$ cat src/rtl/ddc_edid_hpd_ctrl.sv
// EDID bank switch sequencer: drops HPD, drains the DDC slave, swaps the ROM bank, then holds HPD low.
// Optional I2C-busy timeout is compiled in with `define DDC_EDID_BUSY_TMO_EN (adds o_tmo_flag).
module ddc_edid_hpd_ctrl #(
    parameter int unsigned      CNT_W        = 24,
    parameter logic [CNT_W-1:0] HPD_LOW_CYC  = 24'd5_000_000,
    parameter logic [3:0]       INIT_MODE    = 4'd0
`ifdef DDC_EDID_BUSY_TMO_EN
    ,
    parameter logic [CNT_W-1:0] BUSY_TMO_CYC = 24'd500_000
`endif
) (
    input  logic       i_local_clk,
    input  logic       i_rst_n,
    input  logic       i_mode_vld,
    input  logic [3:0] i_mode,
    output logic       o_mode_rdy,
    input  logic       i_i2c_busy,
    output logic [3:0] o_rom_bank,
    output logic       o_ddc_hpd,
    output logic       o_mode_done,
`ifdef DDC_EDID_BUSY_TMO_EN
    output logic       o_tmo_flag,
`endif
    output logic [2:0] o_state
);

    typedef enum logic [2:0] {
        ST_ON    = 3'd0,
        ST_DRAIN = 3'd1,
        ST_SWAP  = 3'd2,
        ST_LOW   = 3'd3
    } state_t;

    localparam logic [CNT_W-1:0] LOW_LAST = CNT_W'(HPD_LOW_CYC - 1);
    localparam logic [CNT_W-1:0] CNT_MAX  = '1;
`ifdef DDC_EDID_BUSY_TMO_EN
    localparam logic [CNT_W-1:0] TMO_LAST = CNT_W'(BUSY_TMO_CYC - 1);
`endif

    state_t           r_state;
    logic [CNT_W-1:0] r_cnt;
    logic [3:0]       r_pend_mode;
    logic             r_boot;       // first HPD rise after reset must not pulse o_mode_done

    assign o_state = r_state;

    // NOTE: sequential state uses non-blocking assignments so every register samples pre-edge values.
    always_ff @(posedge i_local_clk or negedge i_rst_n) begin
        if (!i_rst_n) begin
            r_state     <= ST_LOW;
            r_cnt       <= '0;
            r_pend_mode <= 4'd0;
            r_boot      <= 1'b1;
            o_rom_bank  <= INIT_MODE;
            o_ddc_hpd   <= 1'b0;
            o_mode_rdy  <= 1'b0;
            o_mode_done <= 1'b0;
`ifdef DDC_EDID_BUSY_TMO_EN
            o_tmo_flag  <= 1'b0;
`endif
        end else begin
            o_mode_done <= 1'b0;
            case (r_state)
                ST_ON: begin
                    if (i_mode_vld) begin
                        if (i_mode == o_rom_bank) begin
                            o_mode_done <= 1'b1;
                        end else begin
                            r_pend_mode <= i_mode;
                            o_ddc_hpd   <= 1'b0;
                            o_mode_rdy  <= 1'b0;
                            r_cnt       <= '0;
                            r_state     <= ST_DRAIN;
                        end
                    end
                end
                ST_DRAIN: begin
`ifdef DDC_EDID_BUSY_TMO_EN
                    if (!i_i2c_busy) begin
                        r_state <= ST_SWAP;
                    end else if (r_cnt == TMO_LAST) begin
                        r_state    <= ST_SWAP;
                        o_tmo_flag <= 1'b1;
                    end else begin
                        r_cnt <= r_cnt + CNT_W'(1);
                    end
`else
                    if (!i_i2c_busy) begin
                        r_state <= ST_SWAP;
                    end
`endif
                end
                ST_SWAP: begin
                    o_rom_bank <= r_pend_mode;
                    r_cnt      <= '0;
                    r_state    <= ST_LOW;
                end
                ST_LOW: begin
                    if (r_cnt == LOW_LAST) begin
                        o_ddc_hpd   <= 1'b1;
                        o_mode_rdy  <= 1'b1;
                        o_mode_done <= ~r_boot;
                        r_boot      <= 1'b0;
                        r_cnt       <= '0;
                        r_state     <= ST_ON;
                    end else if (r_cnt != CNT_MAX) begin
                        r_cnt <= r_cnt + CNT_W'(1);
                    end
                end
                default: begin
                    // Unused encodings fall back into a full HPD-low period.
                    r_state    <= ST_LOW;
                    r_cnt      <= '0;
                    o_ddc_hpd  <= 1'b0;
                    o_mode_rdy <= 1'b0;
                end
            endcase
        end
    end

endmodule

$ cat config.mk
export PLATFORM = sky130hd
export DESIGN_NAME = ddc_edid_hpd_ctrl
export DESIGN_NICKNAME = d
export VERILOG_FILES = /design/src/rtl/ddc_edid_hpd_ctrl.sv
export SDC_FILE = /design/constraint.sdc
export NUM_CORES = 1
export LEC_CHECK = 0
export ABC_AREA = 1
export CAP_MARGIN = 30
export CORE_ASPECT_RATIO = 0.75
export CORE_MARGIN = 3
export CORE_UTILIZATION = 55
export CTS_CLUSTER_SIZE = 14
export DETAILED_ROUTE_END_ITERATION = 8
export PLACE_DENSITY = 0.77
export SYNTH_ARGS = -nofsm -noshare
export SYNTH_HDL_FRONTEND = slang
export SYNTH_SLANG_ARGS = --single-unit
export TNS_END_PERCENT = 1
$ cat constraint.sdc
create_clock -name i_local_clk -period 1.8 [get_ports i_local_clk]
set_input_delay 0.36 -clock i_local_clk [delete_from_list [all_inputs] [get_ports i_local_clk]]
set_output_delay 0.36 -clock i_local_clk [all_outputs]
set_load 0.05 [all_outputs]
# Yosys cells after proc, flatten, opt, wreduce, memory -nomap -nowiden
# Cells that the tools add are included.
[totals]
in_bits = 8
out_inout_bits = 10
reg_bits = 38
[classes]
n_eq_ne = 11
bitwise_logic = 4
reduce_logical = 7
mux = 18
add_sub_neg = 1
[op_table]
columns = ["cell", "count"]
rows = [
  ["$mux W24", 4],
  ["$pmux W24 S3", 1],
  ["$add A24 B1 Y24 const B", 1],
  ["$eq A24 B23 Y1 const B", 1],
  ["$ne A24 B24 Y1 const B", 1],
  ["$mux W3", 4],
  ["$reduce_and A4 Y1", 3],
  ["$pmux W3 S3", 1],
  ["$ne A2 B2 Y1 const B", 4],
  ["$eq A3 B2 Y1 const B", 2],
  ["$mux W1", 6],
  ["$eq A4 B4 Y1", 1],
  ["$not A1 Y1", 4],
  ["$eq A3 B1 Y1 const B", 1],
  ["$logic_not A3 Y1", 1],
  ["$ne A3 B3 Y1 const B", 1],
  ["$pmux W1 S3", 1],
  ["$reduce_and A3 Y1", 1],
  ["$pmux W1 S2", 1],
  ["$reduce_and A2 Y1", 1],
  ["$reduce_or A2 Y1", 1],
]

# Longest topological paths before layout
# Gate-level depths: netlist of the first run.
[logic_depth]
ltp_word = 4
depth_mapped = 12
depth_no_buf = 11

# Least setup slack after synthesis of the first run
# No wires, ideal clock.
[synth_timing]
kind = "flip-flop to flip-flop"
startpoint = "register r_state[0], in the netlist o_state[0]"
endpoint = "register r_cnt[21]"
synth_period_minus_slack_ns = 1.805
slack_ns = -0.005
stages_incl_launch_ff = 9
t_required_ns = 1.735
arrival_ns = 1.740
setup_time_ns = 0.065
cell_sequence = "dfstp_2 > inv_1 > ha_1 > nand2_1 > inv_1 > nor2_4 > buf_6 > nand2_1 > nand2_1"
[synth_via]
elab_chain_len = 3
elab_cells_between_ends = 9
[synth_rtl]
columns = ["item", "line", "text"]
rows = [
  ["start: declaration", "40", "state_t r_state;"],
  ["start signal: assignment", "50", "r_state <= ST_LOW;"],
  ["start signal: assignment", "73", "r_state <= ST_DRAIN;"],
  ["start signal: assignment", "89", "r_state <= ST_SWAP;"],
  ["$eq A3 B2 Y1, or another cell as far along", "63", "case (r_state)"],
  ["$ne A3 B3 Y1 (no source line), or another cell as far along", "-", ""],
  ["$reduce_and A4 Y1 (no source line)", "-", ""],
  ["end signal: assignment", "107", "r_cnt <= r_cnt + CNT_W'(1);"],
  ["end: declaration", "41", "logic [CNT_W-1:0] r_cnt;"],
]
# Several ways; a longest one is shown, not always the timed one.
# A chain may end at the register's enable or synchronous reset.

# Final worst setup path of the first run
[layout_timing]
startpoint = "input port i_mode[1]"
endpoint = "register r_cnt[22]"
[layout_via]
elab_chain_len = 3
[layout_rtl]
columns = ["item", "line", "text"]
rows = [
  ["start: declaration", "15", "input logic [3:0] i_mode,"],
  ["$eq A4 B4 Y1", "66", "if (i_mode == o_rom_bank) begin"],
  ["$ne A2 B2 Y1 (no source line)", "-", ""],
  ["$reduce_and A4 Y1 (no source line)", "-", ""],
]
# Every way passes these cells.

==> results by group, run 1 <==
Clock network
  – Clock latency at the later pin of the worst-skew pair: 0.30 ns
  – Clk buf depth: 2
  – CTS tree: done
  – Num CTS Buffers: 5
  – Reg clk slew, reported paths: roughly 0.080 ns
  – Htree depth: 2
  – CTS root buf: clkbuf_8
  – # clock sinks: 37

Synth
  – Post-synth ARST share: 1.00
  – Synth cell types: 31
  – Mapped Area: 2570 um^2
  – Seq/Total Area, Yosys: 0.362
  – Number of synthesized flops with an enable pin: 0
  – YS warnings: 0
  – Most used DFF post-synth: dfrtp_1
  – Gate Count Post-Synth: 373
  – Syn_area_per_cell: 6.89 um^2
  – Syn Nets: 387
  – Post-synthesis sequential element count: 37

Placement
  – GPL Wtd Cong: 0.973
  – Placed cell count: 474
  – Hpwl dp: 4730 um
  – Count of input and output buffers: 16
  – Post-DP Area: 3030 um^2

Routing
  – Vias: 2,557
  – Antenna violation net count after detailed routing: 0
  – WL/cell: around 14 um
  – Drc violations: 0
  – First-pass DRT Iterations: 5
  – Detailed Route Iter0 Violations: 212
  – Vias per cell: between 5 and 6
  – Final wirelength: 6590 um

Finish
  – Commonest non-fill, non-tap cell in the layout: nand2_1
  – Fraction of layout instances using a drive strength above 1: 0.220
  – Nets: 444
  – Post-Layout Cell Count: 486
  – Final core utilization: 0.746
  – Diodes inserted: 0
  – Area growth from synthesis to layout: 24.3%
  – Most used cells in the layout excluding fill and tap cells: nand2_1 (146), nor2_1 (60), buf_4 (42)
  – Post-route cell area: ~3200 um^2

Worst hold path
  – Hold Path Depth: 1
  – Worst min path class: reg2reg

Outcome
  – Outcome: complete, no violations

Worst setup path
  – Crit path max-delay family: buffers and inverters
  – FF-to-FF path depth: 11
  – Worst setup EP type: flop
  – CP Max Fanout: 12
  – Buf+Inv Stages, Crit Path: 4
  – Max incr delay on CP: 0.49 ns
  – CP max-delay cell: clkdlybuf4s50_1
  – CP dominant cell by count: nand2_1
  – Type of the worst setup path: in2reg
  – Worst path cell trace: clkdlybuf4s50_1 -> inv_1 -> nand2_1 -> nand2_1 -> nor2_1 -> nand2_1 -> nand2_2 -> nand2_4 -> clkinvlp_4 -> nor2_4 -> buf_12 -> nand2_1 -> nand2_1
  – CP startpoint kind: input pin
  – Critical Path RT: 1.99 ns
  – Crit path arrival time: 1.89 ns
  – Worst path depth: 13

Global route
  – First-pass GRT wire length: 10,800 um
  – Total GRT Usage: 0.246
  – Pin count of the biggest net entering global routing: 27
  – Initial antenna violation count: 0
  – Grt total ovfl: 0
  – Vias in the first global route: around 2,400

Die
  – Cell Rows: 20
  – Die extent in y: 65.2 um
  – Die area: 5530 um^2
  – Die span in x: 84.9 um
  – IO Count: 18
  – Core area: 4280 um^2
  – Starting Density: 0.600

Flow run
  – MaxCap Viol Count: 0

STA
  – Final Setup Violations: 0
  – Period utilization: 0.945
  – FMAX: 588 MHz
  – Hold Fails Final Rpt: 0
  – Clk_skew: about 0.006 ns
  – Fin crit period: ~1.7 ns
  – Max Transition Viols Final: 0
  – Fin Setup TNS: 0 ns

Pwr
  – Pwr Density: 1170 nW/um^2
  – Tot Pwr: 3730 uW
  – Worst VDD drop: 1.40 mV
  – Leakage power: 0.00157 uW
## layer usage
layer	up-vias	track usage	wire length [um]
met5	-	0	0
met2	113	0.404	2880
met4	0	0.0692	92
met1	1173	0.329	3110
li1	1254	-	-
met3	17	0.0551	514
## synth_stat cells, types with 5 or more instances
| master | n | area, um^2 |
|---|---|---|
| ha_1 | 6 | 75.1 |
| inv_1 | 32 | 120 |
| nand2_2 | 13 | 81.3 |
| nand2_1 | 148 | 556 |
| nand3_1 | 21 | 105 |
| nor2_1 | 61 | 229 |
| o21a_1 | 5 | 37.5 |
| nand4_1 | 5 | 31.3 |
| xor2_1 | 7 | 61.3 |
| o21ai_0 | 5 | 25.0 |
| dfrtp_1 | 34 | 851 |
| xnor2_1 | 5 | 43.8 |
## power by group
part	switching, uW	total, uW	internal (uW)
combinational	1290	2060	771
clock	316	583	267
sequential	101	1090	990
total	1710	3730	2030
## per-stage QoR
stage	worst slack, ns	hold WS, ns
3_3_place_gp	-0.207	0.266
2_1_floorplan	0.0666	0.0644
6_report	0.0990	0.461
3_5_place_dp	-0.289	0.268
5_1_grt	-0.00379	0.492
4_1_cts	-0.00811	0.460
## worst register-to-register path, cell delays in order (launching register included)
cell and delay (ns):
dfrtp_1 0.36, ha_2 0.23, nand3_4 0.12, clkinv_2 0.10
nand2_4 0.07, nor2_8 0.12, nand3_4 0.07, buf_4 0.15
nand3_4 0.08, buf_12 0.17, nand2_1 0.09, nand2_1 0.07
## registers in the layout, summed over array words and instances, names as in the netlist
register	count
r_cnt	24
r_boot	1
o_rom_bank	4
o_mode_done	1
r_pend_mode	4
o_state	2
o_ddc_hpd	1
## path summary, 6_finish.rpt
check,start,endpoint,slack [ns]
min reg2reg,r_boot,r_boot,0.46
min,r_boot,r_boot,0.46
max in group asynchronous,i_rst_n,o_state[1],0.81
max,i_mode[1],r_cnt[22],0.1
min in group asynchronous,i_rst_n,r_cnt[3],0.48
max reg2reg,r_cnt[0],r_cnt[9],0.11
## cell families after synthesis
family                   share of synthesized area
AO/OA/AOI/OAI                               0.0292
XOR/XNOR                                    0.0409
adder cells (fa/ha/maj)                     0.0292
buffers and inverters                       0.0843
flip-flops                                   0.362
other                                      0.00146
AND/OR/NAND/NOR                              0.453
## layout make-up
type / count / area [um^2]
inverters: 34 / 133
well taps: 55 / 68.8
flip-flops and latches: 37 / 930
fillers: 304 / 1090
multi-input cells: 296 / 1470
clock inverters: 3 / 17.5
repair buffers: 56 / 510
clock buffers: 5 / 68.8
## repair_timing
action / 4_1_cts / 5_1_grt
pin swaps: 1 / 2
endpoints found under the setup margin: 24 / 27
hold endpoints to repair: 11 / 0
gates cloned: 0 / 2
setup buffers: 0 / 1
gates resized for setup: 1 / 7
hold buffers: 1 / 0
No activity file was read; power rests on OpenSTA's default activity.
==> run 2: changes to the inputs <==
- CORE_MARGIN: 3 -> 8
- HOLD_SLACK_MARGIN: unset -> 0.15
==> results by group, run 2 (synthesis results as in run 1) <==
Clock network
  – Reg clk slew, reported paths: 0.08 ns (about the same)
  – CTS root buf: clkbuf_8
  – Htree depth: 2 (unchanged)
  – CTS tree: done
  – Clock latency at the later pin of the worst-skew pair: 0.30 ns (about the same)
  – Clk buf depth: 2 (unchanged)
  – # clock sinks: 37 (unchanged)
  – Num CTS Buffers: 5 (unchanged)

Finish
  – Nets: 440 (-0.90%)
  – Fraction of layout instances using a drive strength above 1: 0.213 (-0.00730)
  – Reg with most FFs: r_cnt
  – Most used cells in the layout excluding fill and tap cells: nand2_1 (147), nor2_1 (60), buf_4 (40)
  – Top flop regs: r_cnt (24), o_rom_bank (4), r_pend_mode (4)
  – Area growth from synthesis to layout: 23.5%
  – Diodes inserted: 0 (unchanged)
  – Commonest non-fill, non-tap cell in the layout: nand2_1
  – Largest register FFs: 24 (unchanged)

Die
  – Cell Rows: 21 (+5.0%)
  – Starting Density: 0.575 (-0.0252)
  – Core area: 4470 um^2 (+4.4%)
  – IO Count: 18 (unchanged)
  – Die span in x: 94.9 um (+12%)
  – Die extent in y: 75.2 um (+15%)
  – Die area: 7140 um^2 (+29%)

STA
  – Max Transition Viols Final: 0 (unchanged)
  – RSZ-0062 raised after global routing: true
  – Setup ws final: 0.105 ns (+0.00568 ns)
  – FMAX: 590 MHz (+0.34%)
  – Final Setup Violations: 0 (unchanged)
  – Period utilization: 0.942 (-0.00316)
  – Hold Fails Final Rpt: 0 (unchanged)
  – Clk_skew: 0.0144 ns (+0.00825 ns)
  – Fin crit period: 1.70 ns (-0.00568 ns)

Pwr
  – Pwr Density: 1200 nW/um^2 (+3.0%)
  – Switching pwr: 1640 uW (-3.8%)
  – Combinational power share: 0.513 (-0.038)
  – Tot Pwr: 3820 uW (+2.3%)
  – Clock network fraction of total power: 0.200 (+0.044)
  – Sequential power share: 0.287 (-0.005)
  – Net Sw Frac: 0.429 (-0.0274)
  – Leakage power: 0.00156 uW (-0.72%)
  – Internal power: 2180 uW (+7.5%)
  – Worst VDD drop: 1.17 mV (-17%)

Global route
  – Pin count of the biggest net entering global routing: 38 (+41%)
  – Initial antenna violation count: 0 (unchanged)
  – Most Used Layer, Global Route: met2
  – Vias in the first global route: 2,379 (-2.5%)
  – First-pass GRT wire length: 11,200 um (+3.8%)
  – Total GRT Usage: 0.202 (-0.0450)
  – M1 GR Usage: 0.277 (-0.0524)
  – Grt total ovfl: 0 (unchanged)
  – M2 GR Usage: 0.317 (-0.0874)
  – Global-route met3 utilization: 0.0438 (-0.0113)

Worst hold path
  – Worst min path class: reg2reg

Routing
  – Vias: 2,445 (-4.4%)
  – Drc violations: 0 (unchanged)
  – Antenna violation net count after detailed routing: 0 (unchanged)
  – Detailed Route Iter0 Violations: 177 (-17%)
  – WL/cell: 13.5 um (-0.82%)
  – First-pass DRT Iterations: 4 (-1)
  – Final wirelength: 6510 um (-1.2%)
  – Vias per cell: 5.05 (-4.0%)

Worst setup path
  – Worst setup EP type: flop
  – CP Max Fanout: 24 (+12)
  – Crit path arrival time: 1.92 ns (+0.03 ns)
  – Type of the worst setup path: reg2reg
  – Critical Path RT: 2.03 ns (+0.04 ns)
  – CP startpoint kind: flop

Placement
  – DP Worst Slack: -0.279 ns (+0.00944 ns)
  – GPL Wtd Cong: 0.958 (-1.6%)
  – Count of input and output buffers: 16 (unchanged)
  – Hpwl dp: 4720 um (-0.15%)

Flow run
  – MaxCap Viol Count: 0 (unchanged)

Outcome
  – Outcome: complete, no violations
==> run 2: per-stage QoR <==
step	hold slack [ns]	cells	TNS, ns	cell area, um^2	utilization
CTS	0.470	483	0	3140	0.703
detailed placement	0.436	473	-6.41	3000	0.672
finish	0.474	484	0	3170	0.710
floorplan	0.0644	373	0	2570	-
global route	0.496	484	-0.0381	3170	0.710
global placement	0.433	473	-4.19	3000	0.672
==> run 2: area by class of cell <==
cell class	instances	area, um^2
Clock inverter	2	37.5
Clock buffer	6	82.6
Inverter	34	129
Sequential cell	37	931
Multi-Input combinational cell	295	1450
Timing Repair Buffer	53	475
Tap cell	57	71.3
Fill cell	378	1290
==> run 2: path summary, 6_finish.rpt <==
path	from	endpoint	slack, ns	cells after the start
max	r_cnt[1]	r_cnt[10]	0.10	11
max in group asynchronous	i_rst_n	r_cnt[12]	0.79	3
min in group asynchronous	i_rst_n	r_cnt[7]	0.64	3
min	r_boot	r_boot	0.47	1
min reg2reg	r_boot	r_boot	0.47	1
max reg2reg	r_cnt[1]	r_cnt[10]	0.10	11
==> run 2: power by group through the flow <==
stage,clock (uW),combinational [uW],sequential (uW)
floorplan,0,1000,1370
global placement,0,1780,1100
detailed placement,0,1840,1110
CTS,772,1890,1090
global route,817,2130,1120
finish,765,1960,1100
==> run 2: critical path, stage by stage, from the launching register on <==
cell      delay [ns]
dfrtp_1         0.36
ha_2            0.22
nand3_4         0.12
clkinv_2        0.10
nand2_4         0.07
nor2_8          0.12
nand3_4         0.08
buf_4           0.16
nand3_4         0.08
buf_12          0.17
nand2_1         0.07
nand2_1         0.07
==> run 2: layer usage <==
metal / share of wire / up-vias / wire, um
met4: 0.011 / 0 / 70
met5: 0 / - / 0
met1: 0.49 / 1106 / 3180
met2: 0.43 / 82 / 2790
met3: 0.073 / 8 / 475
li1: - / 1249 / -
==> run 2: repair_timing <==
| action | CTS | global route |
|---|---|---|
| setup buffers | 0 | 1 |
| cloned | 1 | 0 |
| pin swaps | 1 | 2 |
| hold endpoints to repair | 34 | 0 |
| resized for setup | 1 | 5 |
| endpoints found under the setup margin | 24 | 24 |
| hold buffers | 1 | 0 |
